`config.mk`:
```
export PLATFORM = sky130hd
export DESIGN_NAME = spram_loader
export DESIGN_NICKNAME = d
export VERILOG_FILES = /design/src/rtl/spram_loader.sv
export SDC_FILE = /design/constraint.sdc
export NUM_CORES = 1
export LEC_CHECK = 0
export CORE_ASPECT_RATIO = 0.7
export CORE_MARGIN = 3
export CORE_UTILIZATION = 43
export CTS_BUF_LIST = sky130_fd_sc_hd__clkbuf_4 sky130_fd_sc_hd__clkbuf_8
export CTS_CLUSTER_SIZE = 24
export DETAILED_ROUTE_END_ITERATION = 12
export PLACE_DENSITY = 0.9
export SLEW_MARGIN = 0
export SYNTH_ARGS = -nofsm -noshare
export SYNTH_HDL_FRONTEND = slang
export SYNTH_SLANG_ARGS = --single-unit
```
`constraint.sdc`:
```
create_clock -name clk -period 2.2 [get_ports clk]
set_input_delay 0.44 -clock clk [delete_from_list [all_inputs] [get_ports clk]]
set_output_delay 0.44 -clock clk [all_outputs]
set_load 0.005 [all_outputs]
```
`src/rtl/spram_loader.sv`:
```
`timescale 1ns/1ps
// -----------------------------------------------------------------------------
// spram_loader
//
// Byte-stream loader that masters a 32-bit SPRAM bank. Bytes arriving on a
// valid/ready handshake are packed little-endian into 32-bit words. Each word
// is written to consecutive word addresses with a byte-select mask. A running
// modulo-2^16 sum of the accepted bytes is kept. The block is used to load the
// eForth image into SPRAM after configuration, before the core is released.
//
// Optional feature macro: LDR_VERIFY_EN
//   When defined, every write is followed by a read-back (VRD) and a masked
//   compare (VCMP). A mismatch sets the sticky err flag. When undefined, err is
//   tied to 0 and mem_vo is ignored.
//
// Ports
//   clk       in   system clock, rising edge
//   rst_n     in   asynchronous active-low reset
//   start     in   one-cycle load request; ignored while busy
//   addr0     in   [AW-1:0] first word address, sampled on an accepted start
//   nbytes    in   [17:0]   byte count 0..131072, sampled on an accepted start
//   byte_i    in   [7:0]    stream byte
//   byte_vld  in   byte_i is valid
//   byte_rdy  out  loader accepts byte_i this cycle
//   mem_ai    out  [AW-1:0] SPRAM word address
//   mem_vi    out  [31:0]   SPRAM write data
//   mem_bmsk  out  [3:0]    byte mask; bit n enables bits [8n+7:8n]
//   mem_we    out  SPRAM write strobe
//   mem_vo    in   [31:0]   SPRAM read data, valid one cycle after address
//   busy      out  a load is in progress
//   done      out  one-cycle pulse when a load completes
//   err       out  sticky verify mismatch
//   sum       out  [15:0]   modulo-2^16 sum of accepted bytes
// -----------------------------------------------------------------------------
module spram_loader #(
    parameter int AW = 15
) (
    input  logic          clk,
    input  logic          rst_n,
    input  logic          start,
    input  logic [AW-1:0] addr0,
    input  logic [17:0]   nbytes,
    input  logic [7:0]    byte_i,
    input  logic          byte_vld,
    output logic          byte_rdy,
    output logic [AW-1:0] mem_ai,
    output logic [31:0]   mem_vi,
    output logic [3:0]    mem_bmsk,
    output logic          mem_we,
    input  logic [31:0]   mem_vo,
    output logic          busy,
    output logic          done,
    output logic          err,
    output logic [15:0]   sum
);

    typedef enum logic [2:0] {
        S_IDLE,
        S_FILL,
        S_WR,
`ifdef LDR_VERIFY_EN
        S_VRD,
        S_VCMP,
`endif
        S_DONE
    } state_t;

    state_t        state;
    state_t        state_next;

    logic [AW-1:0] addr_q;
    logic [31:0]   word_q;
    logic [3:0]    bmsk_q;
    logic [1:0]    lane_q;
    logic [17:0]   remaining_q;
    logic [15:0]   sum_q;

    logic          accept_start;
    logic          fill_hs;
    logic          word_full;
    logic          bytes_left;
    logic          write_end;

    // A start is only honoured from IDLE; anywhere else it is dropped.
    assign accept_start = (state == S_IDLE) && start;

    // byte_rdy is a pure decode of the state register, so a handshake is
    // simply FILL plus byte_vld.
    assign fill_hs      = (state == S_FILL) && byte_vld;

    // The word closes on lane 3 or on the last byte of the load.
    assign word_full    = (lane_q == 2'd3) || (remaining_q == 18'd1);
    assign bytes_left   = (remaining_q != 18'd0);

    // The write sequence ends at the cycle that hands control back to FILL or
    // DONE; that is when the address advances and the word register clears.
`ifdef LDR_VERIFY_EN
    assign write_end    = (state == S_VCMP);
`else
    assign write_end    = (state == S_WR);
`endif

    // -------------------------------------------------------------------------
    // State register
    // -------------------------------------------------------------------------
    // NOTE: sequential state uses non-blocking assignments so every flop
    // samples pre-edge values, independent of process ordering.
    always_ff @(posedge clk or negedge rst_n) begin
        if (!rst_n) begin
            state <= S_IDLE;
        end else begin
            state <= state_next;
        end
    end

    // -------------------------------------------------------------------------
    // Next-state logic
    // -------------------------------------------------------------------------
    // NOTE: state_next is defaulted before the case so every path assigns it
    // and no latch is inferred.
    always_comb begin
        state_next = state;
        case (state)
            S_IDLE: begin
                if (start) begin
                    state_next = (nbytes != 18'd0) ? S_FILL : S_DONE;
                end
            end
            S_FILL: begin
                if (byte_vld && word_full) begin
                    state_next = S_WR;
                end
            end
            S_WR: begin
`ifdef LDR_VERIFY_EN
                state_next = S_VRD;
`else
                state_next = bytes_left ? S_FILL : S_DONE;
`endif
            end
`ifdef LDR_VERIFY_EN
            S_VRD: begin
                // Address is held with mem_we low; read data lands next cycle.
                state_next = S_VCMP;
            end
            S_VCMP: begin
                state_next = bytes_left ? S_FILL : S_DONE;
            end
`endif
            S_DONE: begin
                state_next = S_IDLE;
            end
            default: begin
                state_next = S_IDLE;
            end
        endcase
    end

    // -------------------------------------------------------------------------
    // Datapath: address, word packing, mask, lane, remaining count and sum
    // -------------------------------------------------------------------------
    always_ff @(posedge clk or negedge rst_n) begin
        if (!rst_n) begin
            addr_q      <= '0;
            word_q      <= '0;
            bmsk_q      <= '0;
            lane_q      <= '0;
            remaining_q <= '0;
            sum_q       <= '0;
        end else if (accept_start) begin
            addr_q      <= addr0;
            word_q      <= '0;
            bmsk_q      <= '0;
            lane_q      <= '0;
            remaining_q <= nbytes;
            sum_q       <= '0;
        end else if (fill_hs) begin
            word_q[{lane_q, 3'b000} +: 8] <= byte_i;
            bmsk_q[lane_q]                <= 1'b1;
            lane_q                        <= lane_q + 2'd1;
            remaining_q                   <= remaining_q - 18'd1;
            sum_q                         <= sum_q + {8'h00, byte_i};
        end else if (write_end) begin
            // Address wraps modulo 2^AW; unfilled lanes of the next word must
            // start as data 0 with mask 0.
            addr_q <= addr_q + AW'(1);
            word_q <= '0;
            bmsk_q <= '0;
            lane_q <= '0;
        end
    end

    // -------------------------------------------------------------------------
    // Read-back verify
    // -------------------------------------------------------------------------
`ifdef LDR_VERIFY_EN
    logic        err_q;
    logic [31:0] cmp_mask;

    assign cmp_mask = {{8{bmsk_q[3]}}, {8{bmsk_q[2]}},
                       {8{bmsk_q[1]}}, {8{bmsk_q[0]}}};

    // Sticky across the load; only a new accepted start clears it. A mismatch
    // is recorded but the load carries on.
    always_ff @(posedge clk or negedge rst_n) begin
        if (!rst_n) begin
            err_q <= 1'b0;
        end else if (accept_start) begin
            err_q <= 1'b0;
        end else if ((state == S_VCMP) &&
                     (((mem_vo ^ word_q) & cmp_mask) != 32'd0)) begin
            err_q <= 1'b1;
        end
    end

    assign err = err_q;
`else
    logic unused_mem_vo;

    assign unused_mem_vo = ^mem_vo;
    assign err           = 1'b0;
`endif

    // -------------------------------------------------------------------------
    // Outputs: all come straight from flops or from decodes of the state flop
    // -------------------------------------------------------------------------
    assign byte_rdy = (state == S_FILL);
    assign mem_we   = (state == S_WR);
    assign busy     = (state != S_IDLE);
    assign done     = (state == S_DONE);
    assign mem_ai   = addr_q;
    assign mem_vi   = word_q;
    assign mem_bmsk = bmsk_q;
    assign sum      = sum_q;

endmodule
```
==> qor.yml <==
finalHoldWorstSlack_ps: 511
startpoint_type: "input port"
synth-adder-area-share: 0.0450
synth.net_count: 547
finalInstanceArea_sq_um: 6550
dp.final_hpwl_microns: 10900
relSlewSlack: 0.513
dr.pass1.iters: 5
ys_types: 63
wire_per_inst_microns: 19.5
gr-total-overflow: 0
pre_cts_ws_ps: -612
ant_nets: 0
grt_start_max_net_pins: 62
core_area_sq_um: 10100
cts_made_buffers: 9
power_density_nw_per_um2: 1220
totalWireLength_microns: 14700
postSynthAreaPerCell_sq_um: 10.2
grt_pass1_vias: 4531
timing.rr.start: "sum[1]"
h-tree-depth: 3
clock-root-buffer: "clkbuf_8"
post-route-util: 0.651
ys_ff_latch: 89
synth_compound_area_frac: 0.254
clkTransAtPathRegs_ps: 100
dp.cells: 735
clk_latency_ps: 370
cts_sinks: 89
outcome: "finished, final reports clean"
grt_pass1_wl_microns: 23200
async_flop_share: 1.00
post-route-period-util: 0.975
grt_usage: 0.243
io_buffers: 115
p_clk_frac: 0.156
netSwitchingFraction: 0.410
use_met2: 0.372
ioPinCount: 149
worst_ep_required_time_ps: 2490
peakVddDrop_mv: 0.521
power_leakage_nw: 2.85
setup_viol: 0
cp.arrival_ps: 2440
drcViolationCount: 0
synth_xor_area_frac: 0.00950
drive_above_1_share: 0.163
vias_per_cell: 6.10
skew_ps: 12.4
fp.dieW_microns: 130
critPathSlowestCell: "or4_1"
slew_violations: 0
synth-simple-area-share: 0.171
dieArea_sq_um: 12000
vias: 4601
timing.rr.end: "sum[15]"
die_h_microns: 92.6
p_int_w: 0.00472
use_met1: 0.340
grt.busiest_layer: "met2"
muxShareOfSynthArea: 0.00678
start_util: 0.458
nNetsFinal: 714
yosys_warnings: 0
reg2regPathDepth: 7
path_class: "in -> reg"
worstHoldStart: "mem_bmsk[0]"
hold_viol: 0
placed_cell_area_sq_um: 6260
netlist_area_sq_um: 4610
antenna_found_initial: 0
fin_cells: 754
drt_iter0_markers: 459
cts_tree: "built"
synth_enable_flop_cells: 0
hold_path_class: "reg -> reg"
netSwitchingPower_w: 0.00328
slowest_delay_ps: 470
cp_cell_sequence: "clkdlybuf4s50_1 > ha_1 > o211a_1 > a211o_1 > a21oi_2 > buf_4 > or4_1 > a21oi_1"
synth_top_family_by_area: "compound AO/OA/AOI/OAI gates"
drv_cap: 0
combPwrFrac: 0.495
pwr-share-seq: 0.349
fin_ws_ps: 55.0
antennaDiodeCount: 0
whs_endpoint: "mem_bmsk[0]"
met3_usage: 0.0640
tightest_slew_ps: 731
syn_inst: 454
worstHoldPathCells: 2
placementRows: 30
gp_congestion: 0.922
cp-end-kind: "flop"
critical_path.max_fanout: 8
clockBufferDepth: 2
area_growth_pct: 42.1
ys_seq_area_frac: 0.483
fin_crit_ps: 2140
r2r_slack_ps: 130
synth_ff_type: "dfrtp_1"
fmax_mhz: 466
[cells in the mapped netlist, types with 3 or more instances]
cell      instances  area, sq um
nor4_1           11         68.8
o31ai_1           3         22.5
a221o_1           6         60.1
nand2b_1          4         25.0
o311ai_0          7         61.3
buf_6             3         33.8
o21ai_0          23          115
nor2_1           21         78.8
nor3_1            6         30.0
o211ai_1          8         60.1
a22oi_1           3         22.5
or4_1             5         37.5
nand2_1          54          203
ha_1             15          188
inv_1             8         30.0
a21oi_1          40          200
a22o_1           38          333
o22a_1            3         26.3
xor2_1            3         26.3
nand4_1           5         31.3
o22ai_1           8         50.1
clkbuf_1          9         33.8
dfrtp_1          89         2230
buf_2             5         25.0
a21o_1            4         30.0
nand3_1          18         90.1
a31oi_1           3         18.8
or3_1             7         43.8
[critical path, delay by kind of cell]
family                   cells  cell delay (ps)
buffers and inverters        2              610
AO/OA/AOI/OAI                4              590
AND/OR/NAND/NOR              1              470
adder cells (fa/ha/maj)      1              330
[worst max path at each step]
stage	slack [ps]	start	cells past startpoint	end
after floorplan	50	byte_i[0]	7	sum[14]
after global placement	-580	byte_i[0]	8	sum[14]
after detailed placement	-610	byte_i[0]	8	sum[14]
after CTS	30	state[1]	3	byte_rdy
after global routing	-40	byte_i[6]	8	sum[15]
final	60	byte_i[3]	8	sum[15]
[power groups by stage]
stage	logic (W)	clock network [W]	registers, W
after global routing	0.00433	0.00133	0.00287
after floorplan	0.00214	0	0.00263
final	0.00396	0.00124	0.00280
after CTS	0.00388	0.00126	0.00276
after detailed placement	0.00381	0	0.00279
after global placement	0.00363	0	0.00274
[routing by layer]
| layer | share of wire | up-vias | routed length, microns |
|---|---|---|---|
| li1 | - | 2088 | - |
| met1 | 0.45 | 2250 | 6550 |
| met2 | 0.46 | 237 | 6790 |
| met3 | 0.077 | 26 | 1130 |
| met4 | 0.016 | 0 | 228 |
| met5 | 0 | - | 0 |
[registers in the layout (all words and copies together), names as in the netlist]
name / flops
state: 2
remaining_q: 18
mem_bmsk: 4
lane_q: 2
mem_vi: 32
mem_ai: 15
sum: 16
[metrics by stage]
stage	total power (W)	TNS, ps
2_1_floorplan	0.00477	0
3_3_place_gp	0.00636	-4460
3_5_place_dp	0.00659	-6330
4_1_cts	0.00789	0
5_1_grt	0.00853	-40.5
6_report	0.00800	0
[cells by family (layout without fill, tap and decap cells)]
family / Yosys count / in the layout
xor+xnor: 5 / 5
fa+ha+maj: 16 / 16
flops: 89 / 89
compound gates: 165 / 165
buf+inv: 28 / 200
simple gates: 147 / 147
mux: 3 / 3
other cells: 1 / 1
[cell type report]
cell class / instances / area, sq um
Timing Repair Buffer: 174 / 1610
Fill cell: 810 / 3510
Multi-Input combinational cell: 337 / 2300
Sequential cell: 89 / 2230
Tap cell: 128 / 160
Clock buffer: 9 / 124
Inverter: 10 / 37.5
Clock inverter: 7 / 95.1
[cells in the final DEF, fill, tap and decap left out, types with 3 or more instances in the layout]
master,instances
clkdlybuf4s50_1,111
dfrtp_1,89
buf_4,57
nand2_1,54
a21oi_1,39
a22o_1,38
o21ai_0,23
nor2_1,18
nand3_1,18
ha_1,12
nor4_1,11
clkbuf_8,9
o22ai_1,8
o211ai_1,8
inv_1,7
or3_1,7
o311ai_0,7
nor3_1,6
a221o_1,6
nand4_1,5
or4_1,5
nand2b_1,4
a21o_1,4
inv_2,3
nor2_2,3
a31oi_1,3
a22oi_1,3
o31ai_1,3
xor2_1,3
o22a_1,3
[what timing repair did]
action / CTS / global route
hold buffers: 1 / 0
hold endpoints to repair: 10 / 0
resized for setup: 6 / 9
endpoints found under the setup margin: 9 / 5
gates cloned: 0 / 0
pin swaps: 3 / 1
setup buffers: 2 / 0
No activity file was read; power rests on OpenSTA's default activity.
